## src/rtl/uart_tx_dev_if.sv

```systemverilog
// Bridge-side device bus for the serial transmitter: byte address, write strobe, write and read data.
interface uart_tx_dev_if;
  logic [31:0] Addr;
  logic        WE;
  logic [31:0] Din;
  logic [31:0] Dout;

  modport master (output Addr, output WE, output Din, input Dout);
  modport slave  (input Addr, input WE, input Din, output Dout);
endinterface

```

## src/rtl/uart_tx_dev.sv

```systemverilog
// Memory-mapped 8N1 serial transmitter: CTRL/DIV/TXDATA/STATUS registers, frame FSM, sticky DONE/OVR and IRQ.
module uart_tx_dev #(
  parameter int unsigned      DATA_BITS = 8,
  parameter int unsigned      DIV_W     = 16,
  parameter logic [DIV_W-1:0] DIV_RST   = 16'd16
) (
  input  logic            clk,
  input  logic            reset,
  uart_tx_dev_if.slave    bus,
  output logic            IRQ,
  output logic            tx_line
);

  localparam int unsigned      BIT_W = $clog2(DATA_BITS + 1);
  localparam logic [DIV_W-1:0] ONE   = DIV_W'(1);
  localparam logic [BIT_W-1:0] LAST  = BIT_W'(DATA_BITS - 1);

  typedef enum logic [1:0] {IDLE, START, DATA, STOP} state_t;

  state_t                 state, state_nx;
  logic [DIV_W-1:0]       div_q, period, period_nx, cnt, cnt_nx;
  logic [BIT_W-1:0]       bit_idx, bit_nx;
  logic [DATA_BITS-1:0]   shift, shift_nx, txdata;
  logic                   en, im, done, ovr, tx_q, tx_nx;
  logic                   busy, last_cyc, stop_last, tx_free, accept, frame_end;
  logic                   wr_ctrl, wr_div, wr_tx, wr_stat;

  assign wr_ctrl = bus.WE && (bus.Addr[3:2] == 2'd0);
  assign wr_div  = bus.WE && (bus.Addr[3:2] == 2'd1);
  assign wr_tx   = bus.WE && (bus.Addr[3:2] == 2'd2);
  assign wr_stat = bus.WE && (bus.Addr[3:2] == 2'd3);

  assign busy      = (state != IDLE);
  assign last_cyc  = (cnt == period - ONE);
  assign stop_last = (state == STOP) && last_cyc;
  // The final stop-bit cycle counts as free so a store landing on the edge BUSY drops chains a new frame.
  assign tx_free   = (state == IDLE) || stop_last;
  assign accept    = wr_tx && en && tx_free;

  always_comb begin
    state_nx  = state;
    cnt_nx    = cnt;
    bit_nx    = bit_idx;
    shift_nx  = shift;
    period_nx = period;
    frame_end = 1'b0;
    case (state)
      IDLE: ;
      START: begin
        if (last_cyc) begin
          cnt_nx   = '0;
          bit_nx   = '0;
          state_nx = DATA;
        end else begin
          cnt_nx = cnt + ONE;
        end
      end
      DATA: begin
        if (last_cyc) begin
          cnt_nx   = '0;
          shift_nx = shift >> 1;
          if (bit_idx == LAST) state_nx = STOP;
          else                 bit_nx   = bit_idx + BIT_W'(1);
        end else begin
          cnt_nx = cnt + ONE;
        end
      end
      STOP: begin
        if (last_cyc) begin
          cnt_nx    = '0;
          frame_end = 1'b1;
          state_nx  = IDLE;
        end else begin
          cnt_nx = cnt + ONE;
        end
      end
      default: state_nx = IDLE;
    endcase
    if (accept) begin
      state_nx  = START;
      cnt_nx    = '0;
      bit_nx    = '0;
      shift_nx  = bus.Din[DATA_BITS-1:0];
      period_nx = (div_q == '0) ? ONE : div_q;
    end
    case (state_nx)
      START:   tx_nx = 1'b0;
      DATA:    tx_nx = shift_nx[0];
      default: tx_nx = 1'b1;
    endcase
  end

  always_ff @(posedge clk or negedge reset) begin
    if (!reset) begin
      state   <= IDLE;
      cnt     <= '0;
      bit_idx <= '0;
      shift   <= '0;
      period  <= ONE;
      tx_q    <= 1'b1;
    end else begin
      state   <= state_nx;
      cnt     <= cnt_nx;
      bit_idx <= bit_nx;
      shift   <= shift_nx;
      period  <= period_nx;
      tx_q    <= tx_nx;
    end
  end

  always_ff @(posedge clk or negedge reset) begin
    if (!reset) begin
      en     <= 1'b0;
      im     <= 1'b0;
      div_q  <= DIV_RST;
      txdata <= '0;
      done   <= 1'b0;
      ovr    <= 1'b0;
    end else begin
      if (wr_ctrl) {im, en} <= bus.Din[1:0];
      if (wr_div)  div_q    <= bus.Din[DIV_W-1:0];
      if (wr_tx && tx_free) txdata <= bus.Din[DATA_BITS-1:0];
      // Set beats a simultaneous write-1 clear on both sticky flags.
      if (frame_end)                   done <= 1'b1;
      else if (wr_stat && bus.Din[1])  done <= 1'b0;
      if (wr_tx && !tx_free)           ovr  <= 1'b1;
      else if (wr_stat && bus.Din[2])  ovr  <= 1'b0;
    end
  end

  always_comb begin
    case (bus.Addr[3:2])
      2'd0:    bus.Dout = {30'b0, im, en};
      2'd1:    bus.Dout = 32'(div_q);
      2'd2:    bus.Dout = 32'(txdata);
      default: bus.Dout = {29'b0, ovr, done, busy};
    endcase
  end

  assign IRQ     = done & im;
  assign tx_line = tx_q;

  logic unused_bits;
  assign unused_bits = ^{bus.Addr[31:4], bus.Addr[1:0], bus.Din};

endmodule

```

## src/flat_wrapper.sv

```systemverilog
// flat-port wrapper written by rule: the top's interface ports become plain ports
module uart_tx_dev_flat 
#(
  parameter int unsigned      DATA_BITS = 8,
  parameter int unsigned      DIV_W     = 16,
  parameter logic [DIV_W-1:0] DIV_RST   = 16'd16
)
  (clk, reset, IRQ, tx_line, bus_Addr, bus_WE, bus_Din, bus_Dout);
  uart_tx_dev_if bus_i ();
  input  logic clk;
  input  logic reset;
  output logic IRQ;
  output logic tx_line;
  input wire logic [$bits(bus_i.Addr)-1:0] bus_Addr;
  input wire logic [$bits(bus_i.WE)-1:0] bus_WE;
  input wire logic [$bits(bus_i.Din)-1:0] bus_Din;
  output wire logic [$bits(bus_i.Dout)-1:0] bus_Dout;
  assign bus_i.Addr = bus_Addr;
  assign bus_i.WE = bus_WE;
  assign bus_i.Din = bus_Din;
  assign bus_Dout = bus_i.Dout;
  uart_tx_dev #(.DATA_BITS(DATA_BITS), .DIV_W(DIV_W), .DIV_RST(DIV_RST)) u_core (.clk(clk), .reset(reset), .bus(bus_i), .IRQ(IRQ), .tx_line(tx_line));
endmodule
```

## config.mk

```make
export PLATFORM = sky130hd
export DESIGN_NAME = uart_tx_dev_flat
export DESIGN_NICKNAME = d
export VERILOG_FILES = /design/src/rtl/uart_tx_dev_if.sv /design/src/rtl/uart_tx_dev.sv /design/src/flat_wrapper.sv
export SDC_FILE = /design/constraint.sdc
export NUM_CORES = 1
export LEC_CHECK = 0
export ABC_AREA = 1
export CAP_MARGIN = 10
export CORE_AREA = 2 2 129 131
export DETAILED_ROUTE_END_ITERATION = 8
export DIE_AREA = 0 0 131 133
export DONT_BUFFER_PORTS = 1
export PLACE_DENSITY = 0.52
export SLEW_MARGIN = 20
export SYNTH_ARGS = -nofsm -noshare
export SYNTH_HDL_FRONTEND = slang
export SYNTH_SLANG_ARGS = --single-unit
```

## constraint.sdc

```tcl
create_clock -name clk -period 5.54 [get_ports clk]
set_input_delay 1.108 -clock clk [delete_from_list [all_inputs] [get_ports clk]]
set_output_delay 1.108 -clock clk [all_outputs]
set_load 0.01 [all_outputs]
```

==> Implementation_results.wiki <==
{| class="wikitable"
! Metric !! Value
|-
| Clock period minus worst slack || 3220 ps
|-
| CORE AREA || 0.0162 mm^2
|-
| Cell Count Post-Placement || 860
|-
| DPL Wire Length || 8360 um
|-
| Die width || 131 um
|-
| Clock H-tree levels || 3
|-
| Clock tree from TritonCTS || built
|-
| Worst setup slack before clock tree synthesis || 2280 ps
|-
| Peak Freq || 310 MHz
|-
| Biggest fanout along the worst timing path || 16
|-
| Highest cell delay on the worst timing path || 410 ps
|-
| Reg2Reg Capture Point || u_core.cnt[15]
|-
| FP Rows || 47
|-
| Final count of pins violating max slew || 0
|-
| Initial antenna violation count || 0
|-
| Arrival time at the worst endpoint || 2120 ps
|-
| Vias per Instance || 4.47
|-
| Via count of the first global-routing pass || 3,702
|-
| Final cell count without fillers || 876
|-
| Critical Path Source || bus_Addr[2]
|-
| Final hold violation count || 0
|-
| Setup repair after global routing missed its margin || false
|-
| Area delta synth->final || 9.09%
|-
| Global routing usage summed across all routing layers || 0.134
|-
| Count of cells resized by post-cts repair || 0
|-
| Footprint of the multi-input gates || 0.00237 mm^2
|-
| Setup ws final || 2320 ps
|-
| Critical path class || input port to output pin
|-
| Die Area || 0.0174 mm^2
|-
| Die Ht || 133 um
|-
| Detailed Route Iter0 Violations || 230
|-
| Setup crit end || bus_Dout[0]
|-
| Insertion delay to the later sink of the worst-skew pair || 330 ps
|-
| Remaining global-route overflow || 0
|-
| Max stage delay cell, worst path || sky130_fd_sc_hd__inv_1
|-
| Post-synth EDFFs || 0
|-
| Hold-fix buffers, CTS || 0
|-
| Share of the synthesized area in the top cell type || 0.382
|-
| Share of the clock period used by the worst path after layout || 0.582
|-
| Routed wl met2 || 5190 um
|-
| Clock transition at path regs || 60 ps
|-
| Required time of the worst setup path || 4430 ps
|-
| Vias after detailed routing || 3,916
|-
| Worst-path cell chain || inv_1 > nor2_1 > inv_1 > o21ai_0 > a21oi_1 > o21ai_0
|-
| Total CTS buffers || 9
|-
| Cell type with the largest total area after synthesis || sky130_fd_sc_hd__dfrtp_1
|-
| Source of the worst register-to-register timing path || u_core.period[0]
|-
| Buffers inserted by post-CTS timing repair || 0
|-
| Number of buffer cells added on primary ports || 0
|-
| Setup crit end kind || output pin
|-
| DR WL met3 || 297 um
|-
| Maximum number of pins on one net before global-route repair || 76
|-
| Starting density of the core || 0.292
|-
| Post-synthesis cell type count || 39
|-
| Portion of the post-synthesis area used by sequential elements || 0.398
|-
| CTS root buf || sky130_fd_sc_hd__clkbuf_16
|-
| Synthesized instance count || 654
|-
| Async set-or-reset flop fraction in the synthesized netlist || 1.00
|-
| Antenna-violating nets left || 0
|-
| Outcome || finished, final reports clean
|-
| Share of post-route cells with drive strength above 1 || 0.0655
|-
| Yosys warnings || 0
|-
| Static leakage || 2.63 nW
|-
| Worst Clk Skew || 8.43 ps
|-
| Number of sinks on the clock net || 75
|-
| Reg2reg path depth || 18
|-
| Kind of path behind the tightest hold check || input port to async pin
|-
| Total area of sequential cells || 0.00188 mm^2
|-
| Total iterations of the first detailed-routing run || 6
|-
| Highest routed metal layer || met4
|-
| Ant diodes || 0
|-
| Fill cell count || 1,807
|-
| Primary FF master, synth || sky130_fd_sc_hd__dfrtp_1
|-
| Last weighted congestion value of the routability-driven placer || 0.810
|-
| Post-detailed-route DRC marker count || 0
|-
| CP startpoint kind || input port
|-
| P per Cell Area || 512 mW/mm^2
|-
| Drt wl/cell || 12.5 um
|-
| DP Area || 0.00485 mm^2
|-
| Nets || 728
|-
| Max IR drop VDD || 0.227 mV
|-
| Final std cell area, no fill || 0.00515 mm^2
|-
| Mapped Avg Cell Area || 7.22 um^2
|-
| Relative slew slack || 0.611
|-
| Setup TNS || 0 ps
|-
| Flop2flop setup slack || 2360 ps
|-
| Synthesized cell area || 0.00472 mm^2
|-
| Max-capacitance violation count || 0
|-
| Setup-failing EPs final || 0
|-
| Top cells by area, synth || sky130_fd_sc_hd__dfrtp_1 (38%), sky130_fd_sc_hd__nand2_1 (14%), sky130_fd_sc_hd__inv_1 (6.9%)
|-
| Worst slew pin tran || 583 ps
|-
| Global-route wire length before repair || 18,500 um
|-
| Top Ports || 101
|-
| Maximum number of buffers from clock root to sink || 2
|-
| Detailed Route WL || 10,900 um
|-
| Post-synthesis register bit count || 75
|-
| Metal-1 WL || 5200 um
|}
[power by group]
group | internal [mW] | switching [mW]
combinational | 0.395 | 0.762
sequential | 0.732 | 0.167
clock | 0.363 | 0.219
[cells in the mapped netlist, types with 6 or more instances]
master and instances:
sky130_fd_sc_hd__o21ai_0 38, sky130_fd_sc_hd__nor2_1 75, sky130_fd_sc_hd__buf_4 18, sky130_fd_sc_hd__inv_1 87, sky130_fd_sc_hd__nand2_1 170, sky130_fd_sc_hd__nand3_1 44, sky130_fd_sc_hd__a21oi_1 18, sky130_fd_sc_hd__a31oi_1 6
sky130_fd_sc_hd__xnor2_1 7, sky130_fd_sc_hd__dfrtp_1 72, sky130_fd_sc_hd__ha_1 10, sky130_fd_sc_hd__nor3_1 8, sky130_fd_sc_hd__o21ai_1 13, sky130_fd_sc_hd__o22ai_1 12, sky130_fd_sc_hd__nand4_1 13, sky130_fd_sc_hd__nand2_2 7
sky130_fd_sc_hd__xor2_1 11
[area by class of cell]
type | instances | area share
inverters | 88 | 0.0642
clock buffers | 13 | 0.0486
clock inverters | 3 | 0.00899
well taps | 220 | 0.0535
flip-flops and latches | 75 | 0.365
multi-input cells | 477 | 0.460
[per-stage QoR]
| step | total power [mW] | util | hold WS (ps) |
|---|---|---|---|
| 2_1_floorplan | 1.82 | - | 453 |
| 3_3_place_gp | 2.06 | 0.300 | 467 |
| 3_5_place_dp | 2.08 | 0.300 | 474 |
| 4_1_cts | 2.67 | 0.318 | 454 |
| 5_1_grt | 2.90 | 0.318 | 458 |
| 6_report | 2.64 | 0.318 | 468 |
[critical path, delay by kind of cell]
kind | cells | cell delay [ps]
compound gates | 3 | 490
buf+inv | 2 | 460
simple gates | 1 | 60
[flip-flops by register name, indices dropped and copies added, names as in the netlist, 2 cells and up]
signal,flops
u_core.bit_idx,4
u_core.cnt,16
u_core.div_q,16
u_core.period,16
u_core.shift,8
u_core.state,2
u_core.txdata,8
[how the worst min path moves through the flow]
stage                               start                end  cells past startpoint
after detailed placement  u_core.div_q[1]    u_core.div_q[1]                      2
after floorplan           u_core.div_q[1]    u_core.div_q[1]                      2
after CTS                           reset   u_core.div_q[14]                      0
after global placement    u_core.div_q[2]    u_core.div_q[2]                      2
after global routing                reset   u_core.div_q[14]                      0
final                               reset  u_core.period[15]                      0
[logic make-up (layout without fill, tap and decap cells)]
| logic type | Yosys count | in the layout | synth area share |
|---|---|---|---|
| flip-flops | 75 | 75 | 0.398 |
| AND/OR/NAND/NOR | 343 | 343 | 0.326 |
| buffers and inverters | 117 | 104 | 0.113 |
| XOR/XNOR | 18 | 18 | 0.0334 |
| AO/OA/AOI/OAI | 90 | 90 | 0.103 |
| other | 1 | 16 | 0.000795 |
| adder cells (fa/ha/maj) | 10 | 10 | 0.0265 |
[layout by cell type, fill, tap and decap left out, drive strengths merged]
cell type and count:
nand2 180, inv 89, nor2 84, dfrtp 72
o21ai 51, nand3 46, a21oi 18, conb 16
nand4 13, clkbuf 13, o22ai 12, xor2 11
ha 10, nor3 9, xnor2 7, a31oi 6
or2 3, nor4 3, dfstp 3, nand3b 2
nor3b 2, o221ai 1, and2 1, o2111ai 1
o32ai 1, bufinv 1, clkinvlp 1
[layer usage]
layer / global-route usage / vias to the layer above
met5: 0 / -
met4: 0.0485 / 0
met3: 0.0202 / 14
met2: 0.214 / 64
met1: 0.181 / 1781
li1: - / 2057
No activity file was read; power rests on OpenSTA's default activity.
